### config.mk
export PLATFORM = sky130hd
export DESIGN_NAME = spi_slave16
export DESIGN_NICKNAME = d
export VERILOG_FILES = /design/src/rtl/spi_pkg.sv /design/src/rtl/spi_shift_reg.sv /design/src/rtl/spi_slave16.sv
export SDC_FILE = /design/constraint.sdc
export NUM_CORES = 1
export LEC_CHECK = 0
export BUFFER_PORTS_ARGS = -buffer_cell sky130_fd_sc_hd__buf_2
export CAP_MARGIN = 10
export CORE_ASPECT_RATIO = 1.75
export CORE_MARGIN = 2
export CORE_UTILIZATION = 40
export CTS_BUF_LIST = sky130_fd_sc_hd__clkbuf_4 sky130_fd_sc_hd__clkbuf_8
export DETAILED_ROUTE_END_ITERATION = 12
export GPL_TIMING_DRIVEN = 0
export MAX_ROUTING_LAYER = met4
export PLACE_DENSITY = 0.56
export SYNTH_ARGS = -nofsm -noshare
export SYNTH_HDL_FRONTEND = slang
export SYNTH_HIERARCHICAL = 1
export SYNTH_SLANG_ARGS = --single-unit
### constraint.sdc
create_clock -name i_sck -period 2.2 [get_ports i_sck]
set_input_delay 0.22 -clock i_sck [delete_from_list [all_inputs] [get_ports i_sck]]
set_output_delay 0.22 -clock i_sck [all_outputs]
set_load 0.03 [all_outputs]
### src/rtl/spi_pkg.sv
// ---------------------------------------------------------------------------
// spi_pkg
// Shared defaults for the SPI slave block.
//   DATA_W_DEF    : default frame length in bits
//   CNT_W_DEF     : default bit-counter width (2**CNT_W_DEF >= DATA_W_DEF)
//   BIT_ORDER_MSB : value of the bit-order select meaning MSB-first
//   BIT_ORDER_LSB : value of the bit-order select meaning LSB-first
// ---------------------------------------------------------------------------
package spi_pkg;
    localparam int   DATA_W_DEF    = 16;
    localparam int   CNT_W_DEF     = 4;
    localparam logic BIT_ORDER_MSB = 1'b1;
    localparam logic BIT_ORDER_LSB = 1'b0;
endpackage

### src/rtl/spi_shift_reg.sv
// ---------------------------------------------------------------------------
// spi_shift_reg
// Bidirectional shift register with parallel load and serial input.
// Ports:
//   i_clk        : clock, rising edge
//   i_rst        : synchronous reset, active-low (clears the register)
//   i_load       : parallel load of i_load_val (wins over i_shift)
//   i_load_val   : W-bit parallel load value
//   i_shift      : shift by one position
//   i_msb_first  : 1 = shift toward the MSB (serial in at bit 0),
//                  0 = shift toward the LSB (serial in at bit W-1)
//   i_ser_in     : serial input bit
//   o_q          : current register contents
// ---------------------------------------------------------------------------
module spi_shift_reg #(
    parameter int W = 16
) (
    input  logic         i_clk,
    input  logic         i_rst,
    input  logic         i_load,
    input  logic [W-1:0] i_load_val,
    input  logic         i_shift,
    input  logic         i_msb_first,
    input  logic         i_ser_in,
    output logic [W-1:0] o_q
);

    logic [W-1:0] q_q;
    logic [W-1:0] q_d;

    always_comb begin
        q_d = q_q;
        if (i_load) begin
            q_d = i_load_val;
        end else if (i_shift) begin
            if (i_msb_first) begin
                q_d = {q_q[W-2:0], i_ser_in};
            end else begin
                q_d = {i_ser_in, q_q[W-1:1]};
            end
        end
    end

    always_ff @(posedge i_clk) begin
        if (!i_rst) begin
            q_q <= '0;
        end else begin
            q_q <= q_d;
        end
    end

    assign o_q = q_q;

endmodule

### src/rtl/spi_slave16.sv
// ---------------------------------------------------------------------------
// spi_slave16
// SPI mode-0 slave, full duplex, clocked directly by the serial clock.
// Receives a DATA_W-bit word on MOSI while shifting out a parallel-loaded
// word on MISO, in MSB-first or LSB-first order.
// Ports:
//   i_sck   : SPI serial clock, the only clock (rising edge)
//   i_rst   : synchronous reset, active-low
//   i_ss    : slave select, active-low
//   i_mosi  : serial data in, sampled on rising i_sck
//   i_msb   : bit order, 1 = MSB-first; latched when the tx word is loaded
//   i_data  : word to transmit; loaded while idle or at frame end
//   o_miso  : serial data out (combinational from tx register and i_ss)
//   o_done  : one-cycle pulse after the last bit of a frame
//   o_data  : last complete received word
// Output handshake: o_done is a valid-only strobe with no ready; o_data is
// valid in the cycle o_done is high and holds until the next frame ends.
// Build option: define SPI_SLAVE_MISO_TRISTATE_EN to float o_miso while
// i_ss is high; otherwise o_miso drives 0 when deselected.
// ---------------------------------------------------------------------------
module spi_slave16
    import spi_pkg::*;
#(
    parameter int DATA_W = DATA_W_DEF,
    parameter int CNT_W  = CNT_W_DEF
) (
    input  logic              i_sck,
    input  logic              i_rst,
    input  logic              i_ss,
    input  logic              i_mosi,
    input  logic              i_msb,
    input  logic [DATA_W-1:0] i_data,
    output logic              o_miso,
    output logic              o_done,
    output logic [DATA_W-1:0] o_data
);

    localparam logic [CNT_W-1:0] LAST_CNT = CNT_W'(DATA_W - 1);

    logic [CNT_W-1:0]  cnt_q, cnt_d;
    logic              msb_q, msb_d;
    logic              done_q, done_d;
    logic [DATA_W-1:0] data_q, data_d;

    logic              active;
    logic              last_bit;
    logic              tx_load;
    logic [DATA_W-1:0] rx_q;
    logic [DATA_W-1:0] tx_q;
    logic [DATA_W-1:0] rx_word;
    logic              tx_bit;

    assign active   = ~i_ss;
    assign last_bit = active && (cnt_q == LAST_CNT);
    // The tx word (and its bit order) is reloaded on every idle edge and on
    // the final edge of a frame, so back-to-back frames need no deselect.
    assign tx_load  = ~active | last_bit;

    // Received word as it will look after the current edge, including the
    // bit on i_mosi right now; captured into o_data on the final edge.
    always_comb begin
        if (msb_q == BIT_ORDER_MSB) begin
            rx_word = {rx_q[DATA_W-2:0], i_mosi};
        end else begin
            rx_word = {i_mosi, rx_q[DATA_W-1:1]};
        end
    end

    always_comb begin
        cnt_d  = cnt_q;
        msb_d  = msb_q;
        done_d = 1'b0;
        data_d = data_q;
        if (!active || last_bit) begin
            cnt_d = '0;
        end else begin
            cnt_d = cnt_q + 1'b1;
        end
        if (tx_load) begin
            msb_d = i_msb;
        end
        if (last_bit) begin
            done_d = 1'b1;
            data_d = rx_word;
        end
    end

    always_ff @(posedge i_sck) begin
        if (!i_rst) begin
            cnt_q  <= '0;
            msb_q  <= BIT_ORDER_MSB;
            done_q <= 1'b0;
            data_q <= '0;
        end else begin
            cnt_q  <= cnt_d;
            msb_q  <= msb_d;
            done_q <= done_d;
            data_q <= data_d;
        end
    end

    spi_shift_reg #(.W(DATA_W)) u_rx (
        .i_clk       (i_sck),
        .i_rst       (i_rst),
        .i_load      (1'b0),
        .i_load_val  ({DATA_W{1'b0}}),
        .i_shift     (active),
        .i_msb_first (msb_q),
        .i_ser_in    (i_mosi),
        .o_q         (rx_q)
    );

    spi_shift_reg #(.W(DATA_W)) u_tx (
        .i_clk       (i_sck),
        .i_rst       (i_rst),
        .i_load      (tx_load),
        .i_load_val  (i_data),
        .i_shift     (active),
        .i_msb_first (msb_q),
        .i_ser_in    (1'b0),
        .o_q         (tx_q)
    );

    assign tx_bit = (msb_q == BIT_ORDER_MSB) ? tx_q[DATA_W-1] : tx_q[0];

`ifdef SPI_SLAVE_MISO_TRISTATE_EN
    assign o_miso = i_ss ? 1'bz : tx_bit;
`else
    assign o_miso = i_ss ? 1'b0 : tx_bit;
`endif

    assign o_done = done_q;
    assign o_data = data_q;

endmodule

==> metrics.cfg, run 1 <==
[setup_path]
crit_chain=buf_4 > buf_6 > mux2i_1 > nor2_1 > buf_2
crit_slowest_cell=dfxtp_1
r2r_slack_ns=0.39
worstPathArrival_ns=1.62
critPathKind=reg2out
worst_setup_path_end_kind=output pin
worst_path_largest_cell_delay_ns=0.40
cp.required_ns=1.98
r2r_end=u_tx/o_q[6]
worst_setup_path_start_kind=flop
cp_max_fo=10
r2r_cells=6
timing.rr.start=cnt_q[0]

[floorplan]
die_height_um=119
io_pins=39
die-area_mm2=0.00823
core_area_mm2=0.00723
die_x_um=69.5
start_util=0.415
placementRows=41

[timing]
final-setup-viol-count=0
fmax_mhz=543
period_share=0.838
setup_tns_ns=0
final_max_slew_viol_count=0
fin_skew_ns=0.00721
period_minus_slack_ns=1.84
hold_violations=0
rsz0062_at_grt=no
tightest_slew_ns=0.559
relSlewSlack=0.627

[power_and_ir_drop]
ir_drop_uv=324
pwr-share-clk=0.339
intPower_w=0.00153
p_leak_nw=1.83
seqPwrFrac=0.514
power_density_mw_per_mm2=593
power_frac_comb=0.147
switching_share=0.259
p_switching_w=0.000537

[hold_path]
min_from=i_msb
min_to=msb_q
hold_depth=3
hold_path_class=in2reg

[routing]
drc_errors=0
vias_per_cell=5.17
routedWlPerCell_um=15.9
antenna_left=0
vias=2248
wl_um=6910
first_pass_iters=5
drt_iter0_drc=49

[clocking]
cts-root-buf=clkbuf_8
clockBufferDepth=2
h-tree-depth=2
clock_latency_ns=0.32
ctsHoldBuffers=0
cts_sinks=54
cts_buffers=5
clk_pin_slew_worst_paths_ns=0.10
post_cts_resize_count=0
cts_tree=built
cts_setup_buffers=0

[placed_design]
gp_congestion=0.825
placed_cell_area_mm2=0.00338
io_buffers=37
dpl.hpwl_um=5270

[synth]
yosysUniqueCellTypes=25
synth.avg_cell_area_um2=10.7
yosys_register_bits=54
yosysTopAreaCell=dfxtp_1
synth.cell_area_mm2=0.00300
yosys_warnings=6
synth_top_cell_area_share=0.360
syn_inst=281
ys_top_cells_by_area=dfxtp_1, mux2i_1, o221ai_2
ys_seq_area_frac=0.360

[cells_and_area]
final_cell_mix=dfxtp_1, mux2i_1, buf_2, nand3_1, nand2b_1
nFillCells=727
fin_nets=370
layout_commonest_cell=dfxtp_1
areaGrowthSynthToFinish_pct=16.4
diodes=0
final_area_mm2=0.00349
post-route-util=0.483
drive_gt1_frac=0.272

[run]
cap_violations=0

[grt]
grt_pass1_wl_um=11900
gr-total-overflow=0
grt_pass1_vias=2376
grt_max_degree=16
grtUsageTotal=0.184
antenna_found_initial=0

[status]
status=complete, no violations

-- critical path, delay by kind of cell (launching register included) --
kind	cells	cell delay, ns
buffers and inverters	3	0.61
flip-flops	1	0.40
multiplexers	1	0.23
AND/OR/NAND/NOR	1	0.06
-- final cells by class --
| cell class | count | area, um^2 | area share |
|---|---|---|---|
| inverter | 2 | 7.51 | 0.00215 |
| clock inverter | 1 | 30.0 | 0.00860 |
| multi-input combinational | 220 | 1720 | 0.493 |
| tap | 86 | 108 | 0.0308 |
| buffer | 28 | 277 | 0.0792 |
| timing repair buffer | 37 | 185 | 0.0530 |
| sequential | 54 | 1080 | 0.310 |
| clock buffer | 7 | 83.8 | 0.0240 |
-- kinds of logic after synthesis --
kind of cell,synth area share
mux,0.167
flops,0.360
other cells,0.00125
simple gates,0.176
xor+xnor,0.00584
fa+ha+maj,0.00417
compound gates,0.191
buf+inv,0.0947
-- sequential cells by signal (all words and copies together), names as in the netlist --
signal / count
o_data: 16
u_rx/o_q: 16
u_tx/o_q: 16
cnt_q: 4
msb_q: 1
o_done: 1
-- cells in the mapped netlist --
cell and n:
xnor2_1 1, buf_12 2, conb_1 1, nand2_1 18, ha_1 1, buf_2 6, nand3b_4 2, dfxtp_1 54
and3_1 1, nand2b_1 32, inv_1 2, a31oi_1 1, nor2_1 4, clkbuf_1 2, buf_4 1, nand2b_2 2
o221ai_2 20, mux2i_1 50, and4b_1 1, o221ai_1 12, buf_6 17, nand3_1 33, o211a_1 16, and2_1 1
xor2_1 1
-- stage by stage --
stage,total power [W],instances,worst slack [ns],hold slack (ns)
after floorplan,0.00132,304,0.641,0.345
after CTS,0.00210,435,0.329,0.115
final,0.00207,435,0.357,0.121
after detailed placement,0.00139,427,0.404,0.445
after global routing,0.00217,435,0.261,0.129
after global placement,0.00139,427,0.440,0.440
-- metal layers --
metal / share of wire / routed length (um) / track usage
met1: 0.40 / 2790 / 0.188
met2: 0.55 / 3780 / 0.342
met3: 0.030 / 204 / 0.0332
met4: 0.020 / 136 / 0.0662
met5: 0 / 0 / -
-- worst max-delay path by stage --
stage / startpoint / end / cells past startpoint
finish: msb_q / o_miso / 5
global route: msb_q / o_miso / 5
floorplan: cnt_q[0] / u_tx/o_q[10] / 6
global placement: cnt_q[0] / u_tx/o_q[5] / 6
detailed placement: cnt_q[0] / u_tx/o_q[6] / 6
CTS: msb_q / o_miso / 5
-- power groups by stage --
stage               logic [W]  registers, W  clock network [W]
floorplan            0.000245       0.00107                  0
detailed placement   0.000305       0.00109                  0
global route         0.000336       0.00107           0.000762
CTS                  0.000306       0.00107           0.000729
finish               0.000305       0.00106           0.000702
global placement     0.000303       0.00109                  0
Power figures use the tool's default switching activity.
==> inputs of run 2 (changes only) <==
PLACE_DENSITY = 0.58   (was 0.56)
clock period = 1.55 ns   (was 2.2 ns; I/O delays follow)
==> run 2 against run 1 <==
  * Die area did not move
  * Worst hold slack got worse by 0.042 ns
  * Core utilization rose by 0.52 points
  * Critical path depth rose by 1
  * Sequential power rose by 43%
  * Clock-buffer cell count fell by 1
  * Critical path type is now reg2reg
==> metrics.cfg, run 2 (synthesis results as in run 1) <==
[status]
status=complete, no violations

[clocking]
clk_pin_slew_worst_paths_ns=0.09
clock_latency_ns=0.31
cts_buffers=5
clockBufferDepth=2
cts_sinks=54
ctsHoldBuffers=0
cts_tree=built
cts-root-buf=clkbuf_8
h-tree-depth=2

[cells_and_area]
layout_commonest_cell=dfxtp_1
diodes=0
fin_nets=375
nFillCells=710
final_cell_mix=dfxtp_1, mux2i_1, buf_2, nand3_1, nand2b_1
drive_gt1_frac=0.293
post-route-util=0.488
areaGrowthSynthToFinish_pct=17.7

[power_and_ir_drop]
power_frac_comb=0.162
power_density_mw_per_mm2=782
intPower_w=0.00202
pwr-share-clk=0.289
switching_share=0.268
p_total_w=0.00276
ir_drop_uv=335
p_switching_w=0.000740
seqPwrFrac=0.549
p_leak_nw=1.83

[routing]
antenna_left=0
drt_iter0_drc=38
vias_per_cell=5.18
routedWlPerCell_um=15.9
first_pass_iters=4
wl_um=6960
vias=2268
drc_errors=0

[timing]
fmax_mhz=664
hold_violations=0
fin_skew_ns=0.00182
period_minus_slack_ns=1.51
setup_tns_ns=0
final_max_slew_viol_count=0
setup_slack_ns=0.0440
period_share=0.972
final-setup-viol-count=0

[grt]
grt_pass1_vias=2466
met3_usage=0.0350
grt_pass1_wl_um=11500
grt_max_degree=19
grt-busiest-layer=met2
grtUsageTotal=0.180
gr-usage-met1=0.167
antenna_found_initial=0
grt.met2_usage=0.342
gr-total-overflow=0

[setup_path]
critPathKind=reg2reg
timing.rr.start=cnt_q[0]
cp.required_ns=1.76
crit_chain=ha_2 > and4b_1 > buf_6 > buf_6 > nand2_1 > o211a_1
worst_setup_path_end_kind=flop
cp_max_fo=10
endpoint=o_data[0]
crit_buf_inv=2
worstPathArrival_ns=1.72
r2r_end=o_data[0]
path_common_cell=buf_6
crit_slowest_cell=dfxtp_1
worst_path_largest_cell_delay_ns=0.38
cp-startpoint=cnt_q[0]
cp.depth=6
crit_family=flip-flops
r2r_cells=6
r2r_slack_ns=0.04
worst_setup_path_start_kind=flop

[floorplan]
die_height_um=119
core_area_mm2=0.00723
die-area_mm2=0.00823
start_util=0.415
io_pins=39
placementRows=41
die_x_um=69.5

[placed_design]
gp_congestion=0.859
dpl.hpwl_um=5350
io_buffers=37
pre_cts_slack_ns=-0.159

[run]
cap_violations=0

[hold_path]
min_from=i_msb
hold_path_class=in2reg

[run 2: what timing repair did]
action / 4_1_cts / 5_1_grt
pin swaps: 1 / 0
endpoints found under the setup margin: 17 / 26
resized for setup: 6 / 2
setup buffers: 1 / 5
[run 2: worst min-delay path by stage]
stage / endpoint / depth (start not counted)
2_1_floorplan: msb_q / 2
3_3_place_gp: u_tx/o_q[13] / 3
3_5_place_dp: msb_q / 3
4_1_cts: msb_q / 3
5_1_grt: msb_q / 3
6_report: msb_q / 3
[run 2: power groups by stage]
stage               logic (W)  clock network (W)  registers, W
detailed placement   0.000429                  0       0.00155
floorplan            0.000348                  0       0.00152
CTS                  0.000434           0.000837       0.00152
global placement     0.000425                  0       0.00155
global route         0.000492           0.000869       0.00153
finish               0.000446           0.000797       0.00152
[run 2: layout make-up]
type / count / area [um^2] / area share
well taps: 86 / 108 / 0.0305
flip-flops and latches: 54 / 1080 / 0.307
repair buffers: 43 / 230 / 0.0652
plain buffers: 27 / 278 / 0.0787
inverters: 2 / 7.51 / 0.00213
multi-input cells: 220 / 1740 / 0.493
clock buffers: 6 / 82.6 / 0.0234
[run 2: metrics by stage]
stage / instance area [um^2] / hold WS, ns / instances
6_report: 3530 / 0.0792 / 438
5_1_grt: 3530 / 0.0800 / 438
4_1_cts: 3490 / 0.0710 / 433
3_5_place_dp: 3380 / 0.403 / 427
3_3_place_gp: 3380 / 0.392 / 427
2_1_floorplan: 3090 / 0.280 / 304
[run 2: worst reg2reg max path, cell delays in order, from the launching register on]
cell	delay (ns)
dfxtp_1	0.38
ha_2	0.25
and4b_1	0.29
buf_6	0.15
buf_6	0.14
nand2_1	0.08
o211a_1	0.12
[run 2: per-layer routing]
layer  up-vias  part of all wire
li1       1157                 -
met1      1063              0.37
met2        38              0.58
met3        10             0.031
met4         0             0.026
met5         -                 0
==> inputs of run 3 (changes only) <==
PLACE_DENSITY = 0.59   (was 0.58)
SYNTH_HIERARCHICAL = unset   (was 1)
==> run 3 against run 2 <==
  * Register-to-register slack better by 0.06 ns
  * Largest cell class unchanged
  * Sequential share of layout area is 8.9 points higher
  * Fmax grew 4.2%
  * Critical path depth is the same
  * Setup slack improved by 0.061 ns
  * Global-route usage decreased by 1.1 points
  * Clock power up 21%
  * Highest routed layer unchanged
  * Die area fell by 21%
  * Clock skew grew 0.0065 ns
  * First-iteration DRC count is 2.6% higher
  * Core utilization is 0.18 points lower
==> metrics.cfg, run 3 <==
[setup_path]
worst_setup_path_start_kind=flop
cp.required_ns=1.76
worstPathArrival_ns=1.66
crit_chain=ha_1 > and4b_1 > buf_6 > buf_6 > nand2_1 > o211a_1
cp_max_fo=10
critPathKind=reg2reg
path_common_cell=buf_6
worst_setup_path_end_kind=flop
crit_slowest_cell=dfxtp_1
worst_path_largest_cell_delay_ns=0.37

[power_and_ir_drop]
power_density_mw_per_mm2=962
power_frac_comb=0.085
pwr-share-clk=0.366
switching_share=0.222
intPower_w=0.00205
p_total_w=0.00263
seqPwrFrac=0.549
p_switching_w=0.000584
p_leak_nw=1.59
ir_drop_uv=703

[floorplan]
die_x_um=61.8
die_height_um=105
core_area_mm2=0.00563
start_util=0.415
die-area_mm2=0.00650
placementRows=36
io_pins=39

[cells_and_area]
nFillCells=564
areaGrowthSynthToFinish_pct=17.1
diodes=0
drive_gt1_frac=0.206
layout_commonest_cell=dfxtp_1
post-route-util=0.486
fin_nets=299
final_cell_mix=dfxtp_1, nand2_1, buf_2, mux2i_1, o211a_1

[timing]
fin_skew_ns=0.00833
hold_violations=0
setup_tns_ns=0
final-setup-viol-count=0
setup_slack_ns=0.105
period_minus_slack_ns=1.44
tightest_slew_ns=0.506
period_share=0.932
relSlewSlack=0.663
fmax_mhz=692
holdWs_ns=0.0539
final_max_slew_viol_count=0
rsz0062_at_grt=no

[synth]
ys.flop_type=dfxtp_1
ys_seq_area_frac=0.462
yosysTopAreaCell=dfxtp_1
yosys_register_bits=54
async_flop_share=0
syn_inst=235
synth.avg_cell_area_um2=9.95
synth.cell_area_mm2=0.00234
yosys_warnings=0
synth_common_cells=dfxtp_1, nand2_1, mux2i_1, o211a_1, o21ai_1
synth_most_common_cell=dfxtp_1
yosysUniqueCellTypes=21
synth_edf_count=0
ys_top_cells_by_area=dfxtp_1, mux2i_1, o211a_1
synth_nets=257
synth_top_cell_area_share=0.462

[grt]
gr-total-overflow=0
antenna_found_initial=0
grt_pass1_vias=1769
grtUsageTotal=0.169
grt_pass1_wl_um=8180
grt_max_degree=17

[hold_path]
hold_path_class=in2reg

[clocking]
h-tree-depth=2
ctsHoldBuffers=0
cts-root-buf=clkbuf_8
clockBufferDepth=2
cts_sinks=54
clock_latency_ns=0.31
clk_pin_slew_worst_paths_ns=0.09
cts_buffers=5
cts_tree=built

[placed_design]
io_buffers=36
dpl.hpwl_um=3570
pre_cts_slack_ns=0.0609
gp_congestion=0.794

[routing]
wl_um=4800
drc_errors=0
drt_iter0_drc=39
routedWlPerCell_um=13.6
vias=1749
antenna_left=0
vias_per_cell=4.95
first_pass_iters=4

[run]
cap_violations=0

[status]
status=complete, no violations

-- run 3: cell count changes after synthesis, sizes merged, moves of 16 or more --
cell    previous run  this run
nand2             18        50
o21ai              0        18
nand3             33         1
mux2i             50        32
nand2b            34         0
o221ai            32         0
and2               1        17
-- run 3: power groups by stage --
stage | sequential (W) | combinational (W) | clock [W]
2_1_floorplan | 0.00147 | 0.000165 | 0
3_3_place_gp | 0.00148 | 0.000224 | 0
3_5_place_dp | 0.00148 | 0.000225 | 0
4_1_cts | 0.00145 | 0.000224 | 0.000997
5_1_grt | 0.00145 | 0.000252 | 0.00104
6_report | 0.00145 | 0.000224 | 0.000963
-- run 3: stage by stage --
| step | instance area, um^2 | std cells |
|---|---|---|
| finish | 2740 | 353 |
| floorplan | 2340 | 235 |
| detailed placement | 2610 | 347 |
| global route | 2740 | 353 |
| global placement | 2610 | 347 |
| CTS | 2720 | 353 |
-- run 3: cells by family after synthesis --
logic type,count (synthesis),synth area share
compound gates,49,0.176
xor+xnor,2,0.00749
fa+ha+maj,1,0.00535
buf+inv,21,0.0626
flops,54,0.462
mux,32,0.137
simple gates,76,0.149
-- run 3: final timing paths --
check	start	endpoint	slack, ns	cells after the start
min reg2reg	cnt_q[0]	cnt_q[0]	0.46	1
min	i_msb	msb_q	0.05	3
max	cnt_q[0]	o_data[14]	0.11	6
max reg2reg	cnt_q[0]	o_data[14]	0.11	6
-- run 3: worst max-delay path, delay by kind of cell (launching register included) --
family,cells,cell delay (ns)
buffers and inverters,2,0.27
AOI/OAI and AO/OA,1,0.13
DFF,1,0.37
and+or+nand+nor,2,0.31
adders and majority gates,1,0.26
-- run 3: repair_timing --
item                                    CTS  global route
gates resized for setup                   1             5
endpoints found under the setup margin    1             6
pin swaps                                 0             1
buffers inserted                          0             0
endpoints found under the hold margin     0             0
-- run 3: metal layers --
metal  wire length, um  up-vias  track usage
li1                  -      898            -
met3               117        8       0.0272
met4                92        0       0.0608
met5                 0        -            -
met2              2600       29        0.291
met1              1980      814        0.187
-- run 3: layout make-up --
type | count | area [um^2] | share of cell area
plain buffers | 20 | 156 | 0.0571
clock buffers | 6 | 82.6 | 0.0302
clock inverters | 1 | 30.0 | 0.0110
multi-input cells | 160 | 1110 | 0.406
flip-flops and latches | 54 | 1080 | 0.395
well taps | 76 | 95.1 | 0.0347
repair buffers | 36 | 180 | 0.0658
